`config.mk`:
```
export PLATFORM = sky130hd
export DESIGN_NAME = quad_speed_est
export DESIGN_NICKNAME = d
export VERILOG_FILES = /design/src/rtl/quad_speed_est.sv
export SDC_FILE = /design/constraint.sdc
export NUM_CORES = 1
export LEC_CHECK = 0
export BUFFER_PORTS_ARGS = -buffer_cell sky130_fd_sc_hd__buf_2
export CAP_MARGIN = 10
export CORE_MARGIN = 2
export CORE_UTILIZATION = 35
export CTS_CLUSTER_DIAMETER = 150
export CTS_CLUSTER_SIZE = 40
export DETAILED_ROUTE_END_ITERATION = 10
export PLACE_DENSITY = 0.63
export SYNTH_ARGS = -nofsm -noshare
export SYNTH_HDL_FRONTEND = slang
export SYNTH_SLANG_ARGS = --single-unit
```
`constraint.sdc`:
```
create_clock -name clk -period 2.88 [get_ports clk]
set_clock_uncertainty 0.15 [all_clocks]
set_input_delay 0.144 -clock clk [delete_from_list [all_inputs] [get_ports clk]]
set_output_delay 0.144 -clock clk [all_outputs]
set_load 0.1 [all_outputs]
```
`src/rtl/quad_speed_est.sv`:
```
// Speed estimator downstream of the quadrature decoder: windowed net step count
// (M-method), step-to-step period (T-method), stall detection and illegal-transition count.
`timescale 1ns/1ps
module quad_speed_est #(
    parameter int WIN_CYCLES     = 100000,
    parameter int TIMEOUT_CYCLES = 1000000,
    parameter int PERIOD_W       = 24
) (
    input  logic                clk,
    input  logic                rst_n,
    input  logic                step_pulse,
    input  logic                dir,
    input  logic                illegal,
    input  logic                clear,
    output logic signed [15:0]  win_count,
    output logic                win_valid,
    output logic [PERIOD_W-1:0] period,
    output logic                period_valid,
    output logic                speed_dir,
    output logic                stalled,
    output logic [7:0]          illegal_cnt
);

    localparam int WIN_W = (WIN_CYCLES > 1) ? $clog2(WIN_CYCLES) : 1;
    localparam logic [WIN_W-1:0]    WIN_LAST = WIN_W'(WIN_CYCLES - 1);
    localparam logic [PERIOD_W-1:0] TIMEOUT  = PERIOD_W'(TIMEOUT_CYCLES);

    typedef enum logic [1:0] {IDLE, FIRST, RUN} state_t;

    logic [WIN_W-1:0]    win_cnt_reg;
    logic signed [15:0]  acc_reg;
    logic signed [15:0]  acc_sum;
    logic                win_last;
    logic [PERIOD_W-1:0] per_cnt_reg;
    state_t              state_reg, state_next;
    logic [PERIOD_W-1:0] period_next;
    logic                dir_next;

    assign win_last = (win_cnt_reg == WIN_LAST);

    // Saturating accumulate of this cycle's step; also feeds the closing window value
    always_comb begin
        acc_sum = acc_reg;
        if (step_pulse) begin
            if (dir && acc_reg != 16'sh7FFF)
                acc_sum = acc_reg + 16'sd1;
            else if (!dir && acc_reg != 16'sh8000)
                acc_sum = acc_reg - 16'sd1;
        end
    end

    always_ff @(posedge clk or negedge rst_n) begin
        if (!rst_n) begin
            win_cnt_reg <= '0;
            acc_reg     <= '0;
            win_count   <= '0;
            win_valid   <= 1'b0;
        end else if (clear) begin
            win_cnt_reg <= '0;
            acc_reg     <= '0;
            win_count   <= '0;
            win_valid   <= 1'b0;
        end else begin
            win_valid <= win_last;
            if (win_last) begin
                win_cnt_reg <= '0;
                win_count   <= acc_sum;
                acc_reg     <= '0;
            end else begin
                win_cnt_reg <= win_cnt_reg + WIN_W'(1);
                acc_reg     <= acc_sum;
            end
        end
    end

    always_comb begin
        state_next  = state_reg;
        period_next = period;
        dir_next    = speed_dir;
        case (state_reg)
            IDLE: begin
                if (step_pulse) begin
                    state_next = FIRST;
                    dir_next   = dir;
                end
            end
            FIRST, RUN: begin
                // A step always beats a coincident timeout
                if (step_pulse) begin
                    if (dir == speed_dir) begin
                        state_next  = RUN;
                        period_next = per_cnt_reg;
                    end else begin
                        state_next  = FIRST;
                        period_next = '0;
                        dir_next    = dir;
                    end
                end else if (per_cnt_reg == TIMEOUT) begin
                    state_next  = IDLE;
                    period_next = '0;
                end
            end
            default: begin
                state_next  = IDLE;
                period_next = '0;
            end
        endcase
    end

    always_ff @(posedge clk or negedge rst_n) begin
        if (!rst_n) begin
            state_reg    <= IDLE;
            per_cnt_reg  <= '0;
            period       <= '0;
            period_valid <= 1'b0;
            speed_dir    <= 1'b0;
            stalled      <= 1'b1;
        end else if (clear) begin
            state_reg    <= IDLE;
            per_cnt_reg  <= '0;
            period       <= '0;
            period_valid <= 1'b0;
            speed_dir    <= 1'b0;
            stalled      <= 1'b1;
        end else begin
            state_reg    <= state_next;
            period       <= period_next;
            speed_dir    <= dir_next;
            period_valid <= (state_next == RUN);
            stalled      <= (state_next == IDLE);
            if (step_pulse)
                per_cnt_reg <= PERIOD_W'(1);
            else if (per_cnt_reg != '1)
                per_cnt_reg <= per_cnt_reg + PERIOD_W'(1);
        end
    end

    always_ff @(posedge clk or negedge rst_n) begin
        if (!rst_n)
            illegal_cnt <= '0;
        else if (clear)
            illegal_cnt <= '0;
        else if (illegal && illegal_cnt != 8'hFF)
            illegal_cnt <= illegal_cnt + 8'd1;
    end

endmodule

```
==> impl_metrics.toml, run 1 <==
[final_layout]
multi_input_area_mm2 = 0.002683
stdcell_count = 872
nets = 666
nFillCells = 1594
regArea_mm2 = 0.002779
drive_above_1_share_pct = 15.85
diodes = 0
syn_to_final_growth_pct = 14.84

[status]
status = "finished, final reports clean"

[grt]
antenna_found_initial = 0
grt_pass1_wl_mm = 21.90
grt_remaining_overflow = 0
grt_max_degree = 44
grt.total_usage_pct = 15.24
grt_pass1_vias = 4436

[setup_path]
crit_family = "compound AO/OA/AOI/OAI gates"
crit_path_start_kind = "flop"
cp.arrival_ns = 2.61
rrSetupSlack_ns = 0.34
path_cells = "nand4_1 > o41ai_2 > nor2_1 > a32oi_1 > xor2_1 > o21ai_1"
cp_max_fo = 8
critPathMaxStageDelay_ns = 0.62
worst_setup_path_end_kind = "flop"
cp_slowest_cell = "o41ai_2"
path_buf_inv = 0
crit_type = "reg2reg"
r2r_cells = 6
required_ns = 2.95
r2r-start = "acc_reg[11]"
r2r_end = "win_count[6]"

[clock_tree]
ctsResizeCount = 0
clock-root-buffer = "clkbuf_16"
cts_tree = "done"
numCtsBuffers = 9
hold_buffers = 1
cts_setup_buffers = 0
htreeDepth = 3
cts.sinks = 111
clk_latency_ns = 0.35
path_clk_slew_ns = 0.07
cts_buffer_depth = 2

[synth]
async_flop_share_pct = 100.0
synth_warnings = 0
ys_seq_area_share_pct = 48.77
synth_edf_count = 0
yosys.cell_count.top_type = "dfrtp_1"
yosysTopAreaCell = "dfrtp_1"
synthTopCellsByArea = "dfrtp_1, nor2_1, xor2_1, mux2i_1, nand2_1"
synth_common_cells = "dfrtp_1, nor2_1, nand2_1, xor2_1, inv_1"
ys_ff_latch = 111
synth_cell_type_count = 65
syn_nets = 609
synthDominantCellAreaShare_pct = 48.31
synthCells = 594
syn-cell-area_mm2 = 0.005698
ys.flop_type = "dfrtp_1"
syn_avg_cell_area_um2 = 9.593

[timing]
finalMaxSlewViolations = 0
period_minus_slack_ns = 2.544
relSlewSlack_pct = 41.89
worstMarginPinSlew_ns = 0.8685
setup_violations = 0
finalHoldViolCount = 0
setup_slack_ns = 0.3355
fin_crit_sh_pct = 88.35
rsz0062_at_grt = "no"
clock.fmax_mhz = 393.0
tns_ns = 0

[floorplan]
start_util_pct = 35.87
die_x_um = 131.6
die_y_um = 131.6
coreArea_mm2 = 0.01589
row_count = 46
pin_count = 58
die_area_mm2 = 0.01732

[route]
viasPerCell = 5.109
ant_nets = 0
avgRoutedWirePerCell_um = 14.50
drc = 0
drtIter0Drc = 285
vias = 4455
drt-total-wl_mm = 12.65
drt-pass1-iter-count = 4

[placement]
dp.final_hpwl_mm = 8.879
gp_congestion = 0.9575
placed_cells = 855
dpl_worst_slack_ns = 0.3732
io_buffer_count = 57

[power]
power_density_mw_per_mm2 = 517.4
power_leakage_uw = 0.002910
ir_worst_vdd_v = 0.0002962

[hold_path]
hold_class = "in2reg"
holdPathStages = 4
worstHoldStart = "illegal"
holdPathEnd = "illegal_cnt[1]"

[job]
maxCapViolations = 0
## per-stage QoR
step                hold WS [ns]  cell area (um2)  total power, uW  util [%]
finish                   0.07010             6544             3386     41.19
global route             0.07423             6544             3553     41.19
CTS                      0.05925             6544             3421     41.19
detailed placement       0.02399             6241             2172     39.29
global placement         0.01107             6241             2163     39.29
floorplan                -0.3016             5698             2044         -
## kinds of logic (layout without fill, tap and decap cells)
logic type / Yosys count / in the layout / synth area share, %
AO/OA/AOI/OAI: 67 / 67 / 8.169
XOR/XNOR: 55 / 55 / 8.454
adder cells (fa/ha/maj): 9 / 9 / 1.976
buffers and inverters: 58 / 120 / 4.194
flip-flops: 111 / 111 / 48.77
multiplexers: 25 / 25 / 4.436
AND/OR/NAND/NOR: 269 / 269 / 24.00
## metal layers
metal	share of wire, %	global-route usage [%]
met3	4.1	3.279
met2	46	24.43
met1	47	20.13
met5	0	0
met4	2.1	6.039
## area by class of cell
class                           instances  share of cell area (%)
Sequential cell                       111                   42.47
Multi-Input combinational cell        425                   40.99
Timing Repair Buffer                   71                   6.042
Tap cell                              216                   4.130
Clock buffer                           13                   3.824
Inverter                               33                   1.893
Clock inverter                          3                  0.6501
## report_power, final
part           internal, uW  switching (uW)  leakage [uW]
Clock                   698             542      0.000140
Combinational           174             306       0.00124
Sequential             1600            65.3       0.00153
Total                  2470             913       0.00291
## how the worst max path moves through the flow
stage	start	to	depth (start not counted)
2_1_floorplan	illegal_cnt[0]	illegal_cnt[5]	7
3_3_place_gp	acc_reg[11]	win_count[6]	6
3_5_place_dp	acc_reg[1]	win_count[1]	8
4_1_cts	acc_reg[11]	win_count[6]	6
5_1_grt	acc_reg[1]	acc_reg[1]	8
6_report	acc_reg[11]	win_count[6]	6
## worst register-to-register path: stages, from the launching register on
cell and delay (ns):
dfrtp_1 0.48, nand4_1 0.40, o41ai_2 0.62, nor2_1 0.08, a32oi_1 0.26, xor2_1 0.32
o21ai_1 0.12
## cells in the final DEF (no fill, tap or decap), types with 3 or more instances in the layout
cell type,synthesis,routed
nor4b_1,4,4
nor2_1,85,84
and2_1,5,5
nand3_1,22,22
o21ai_1,3,3
and4_1,7,7
dfrtp_1,110,110
nor4_1,8,8
inv_1,32,32
xnor2_1,22,22
xor2_1,33,33
and3_1,10,10
clkbuf_1,15,3
or3_1,6,6
nor3_1,18,18
mux2i_1,23,23
o21ai_0,18,18
buf_2,6,56
clkbuf_16,0,9
nand4_1,26,26
nand2_1,56,56
a21oi_1,11,11
buf_4,1,14
ha_1,9,9
or2_2,3,3
a211oi_1,6,6
Power figures use the tool's default switching activity.
==> run 2, diff against run 1 <==
ABC_AREA = 1   (was default)
RECOVER_POWER = 50   (was default)
==> run 2 against run 1 <==
Compared with the run above: cell area grew 5.8%; flip-flop and latch count is the same; fmax grew 16%; worst hold slack lost 0.021 ns; sequential share of layout area shrank 2.3 points; power shrank 3.9%.
==> impl_metrics.toml, run 2 <==
[synth]
synth_warnings = 0
ys.flop_type = "dfrtp_1"
yosysTopAreaCell = "dfrtp_1"
synthDominantCellAreaShare_pct = 44.98
yosys.cell_count.top_type = "nand2_1"
muxShareOfSynthArea_pct = 0
ys_ff_latch = 111
async_flop_share_pct = 100.0
synth_top_family_by_area = "simple AND/OR/NAND/NOR gates"
synth_edf_count = 0
synth_common_cells = "nand2_1, dfrtp_1, inv_1, nor2_1, nand3_1"
synth_fa_ha_area_share_pct = 1.840
synthTopCellsByArea = "dfrtp_1, nand2_1, nand3_1, inv_1, nor2_1"
synthCells = 836
synth_cell_type_count = 40
ys_seq_area_share_pct = 45.41
syn_nets = 851
synth_compound_area_share_pct = 9.671
synth-xor-area-share_pct = 0.8587
syn_avg_cell_area_um2 = 7.320
synth-simple-area-share_pct = 34.33
syn-cell-area_mm2 = 0.006120

[grt]
grt.total_usage_pct = 17.12
antenna_found_initial = 0
grt_pass1_wl_mm = 25.51
grt_remaining_overflow = 0
grt_pass1_vias = 5254
grt_max_degree = 49

[final_layout]
drive_above_1_share_pct = 9.060
nFillCells = 1834
layout_common_cells = "nand2_1, dfrtp_1, inv_1, nor2_1, nand3_1"
nets = 906
syn_to_final_growth_pct = 13.17
diodes = 0
design_area_mm2 = 0.006925
regArea_mm2 = 0.002779
final_common_cell = "nand2_1"
multi_input_area_mm2 = 0.002858

[timing]
whs_ns = 0.04863
fin_crit_sh_pct = 75.91
relSlewSlack_pct = 16.99
clock.fmax_mhz = 457.4
finalHoldViolCount = 0
tns_ns = 0
setup_violations = 0
worstMarginPinSlew_ns = 1.245
finalMaxSlewViolations = 0
period_minus_slack_ns = 2.186
rsz0062_at_grt = "no"

[hold_path]
hold_class = "in2reg"
holdPathEnd = "illegal_cnt[1]"
holdPathStages = 4
worstHoldStart = "illegal"

[floorplan]
die_y_um = 136.2
pin_count = 58
die_area_mm2 = 0.01856
die_x_um = 136.2
coreArea_mm2 = 0.01718
row_count = 48
start_util_pct = 35.63

[setup_path]
r2r_cells = 12
r2r-start = "acc_reg[0]"
required_ns = 2.98
crit_path_start_kind = "flop"
rrSetupSlack_ns = 0.69
cp_max_fo = 12
worst_setup_path_end_kind = "flop"
cp.arrival_ns = 2.29
r2r_end = "win_count[10]"
crit_type = "reg2reg"

[clock_tree]
clock-root-buffer = "clkbuf_16"
path_clk_slew_ns = 0.07
htreeDepth = 3
clk_latency_ns = 0.36
cts_tree = "done"
numCtsBuffers = 9
cts_buffer_depth = 2
cts_setup_buffers = 0
cts.sinks = 111
ctsResizeCount = 0
hold_buffers = 2

[route]
drtIter0Drc = 443
drt-pass1-iter-count = 5
avgRoutedWirePerCell_um = 13.31
drt-total-wl_mm = 14.89
drc = 0
ant_nets = 0
vias = 5484
viasPerCell = 4.901

[job]
maxCapViolations = 0

[placement]
gp_congestion = 0.9269
post_dp_cell_area_mm2 = 0.006655
io_buffer_count = 57
dp.final_hpwl_mm = 10.77

[power]
total_power_uw = 3256
power_density_mw_per_mm2 = 470.1
power_leakage_uw = 0.003354
ir_worst_vdd_v = 0.0003045

[status]
status = "finished, final reports clean"
[run 2: cell types whose count changed after synthesis, moves of 7 or more]
cell / previous run / this run
inv_2: 0 / 7
o21ai_0: 18 / 35
nand2_2: 0 / 7
xnor2_1: 22 / 2
inv_1: 32 / 90
and4_1: 7 / 0
nand2_1: 56 / 249
nand3_1: 22 / 76
a21oi_1: 11 / 21
and3_1: 10 / 0
mux2i_1: 23 / 0
o21ai_1: 3 / 34
xor2_1: 33 / 4
[run 2: worst max-delay path, cell delays in order (launching register included)]
cell     delay, ns
dfrtp_1       0.39
ha_1          0.19
nand3_1       0.12
inv_1         0.07
nand2_1       0.08
nand2_2       0.09
nand3_1       0.33
nand2_1       0.16
nand2_1       0.08
o21ai_0       0.23
nand2_1       0.08
nand2_1       0.06
nand2_1       0.04
[run 2: area by class of cell]
| class | instances | share of cell area [%] |
|---|---|---|
| Multi-Input combinational cell | 605 | 41.26 |
| Sequential cell | 111 | 40.13 |
| Tap cell | 225 | 4.065 |
| Clock inverter | 3 | 0.6504 |
| Clock buffer | 11 | 3.505 |
| Inverter | 97 | 5.257 |
| Timing Repair Buffer | 67 | 5.131 |
[run 2: cells by family after synthesis]
logic type / count (synthesis)
and+or+nand+nor: 482
buffers and inverters: 120
DFF: 111
AOI/OAI and AO/OA: 108
adders and majority gates: 9
xor gates and xnor gates: 6
[run 2: worst max-delay path by stage]
stage | depth (start not counted) | start | slack (ns) | end
2_1_floorplan | 8 | illegal_cnt[0] | 0.58 | illegal_cnt[2]
3_3_place_gp | 8 | win_cnt_reg[0] | 0.71 | win_cnt_reg[3]
3_5_place_dp | 8 | win_cnt_reg[0] | 0.66 | win_cnt_reg[11]
4_1_cts | 8 | win_cnt_reg[0] | 0.64 | win_cnt_reg[3]
5_1_grt | 12 | acc_reg[0] | 0.42 | win_count[10]
6_report | 12 | acc_reg[0] | 0.69 | win_count[10]
[run 2: stage by stage]
step                      instances  worst slack (ns)  util, %
final                          1119            0.6939    40.32
after floorplan                 836            0.5838        -
after detailed placement       1103            0.6550    38.75
after CTS                      1119            0.6413    40.54
after global placement         1103            0.7127    38.75
after global routing           1119            0.4241    40.32
[run 2: routing by layer]
| metal | track usage (%) | up-vias | share of wire, % |
|---|---|---|---|
| met4 | 6.192 | 0 | 1.8 |
| met3 | 2.573 | 19 | 4.2 |
| li1 | - | 2828 | - |
| met2 | 28.14 | 125 | 47 |
| met1 | 22.90 | 2512 | 47 |
| met5 | 0 | - | 0 |
[run 2: power breakdown]
part           leakage, uW  internal [uW]  switching, uW
logic              0.00169           99.1            296
clock network     0.000134            689            560
registers          0.00153           1590           26.2
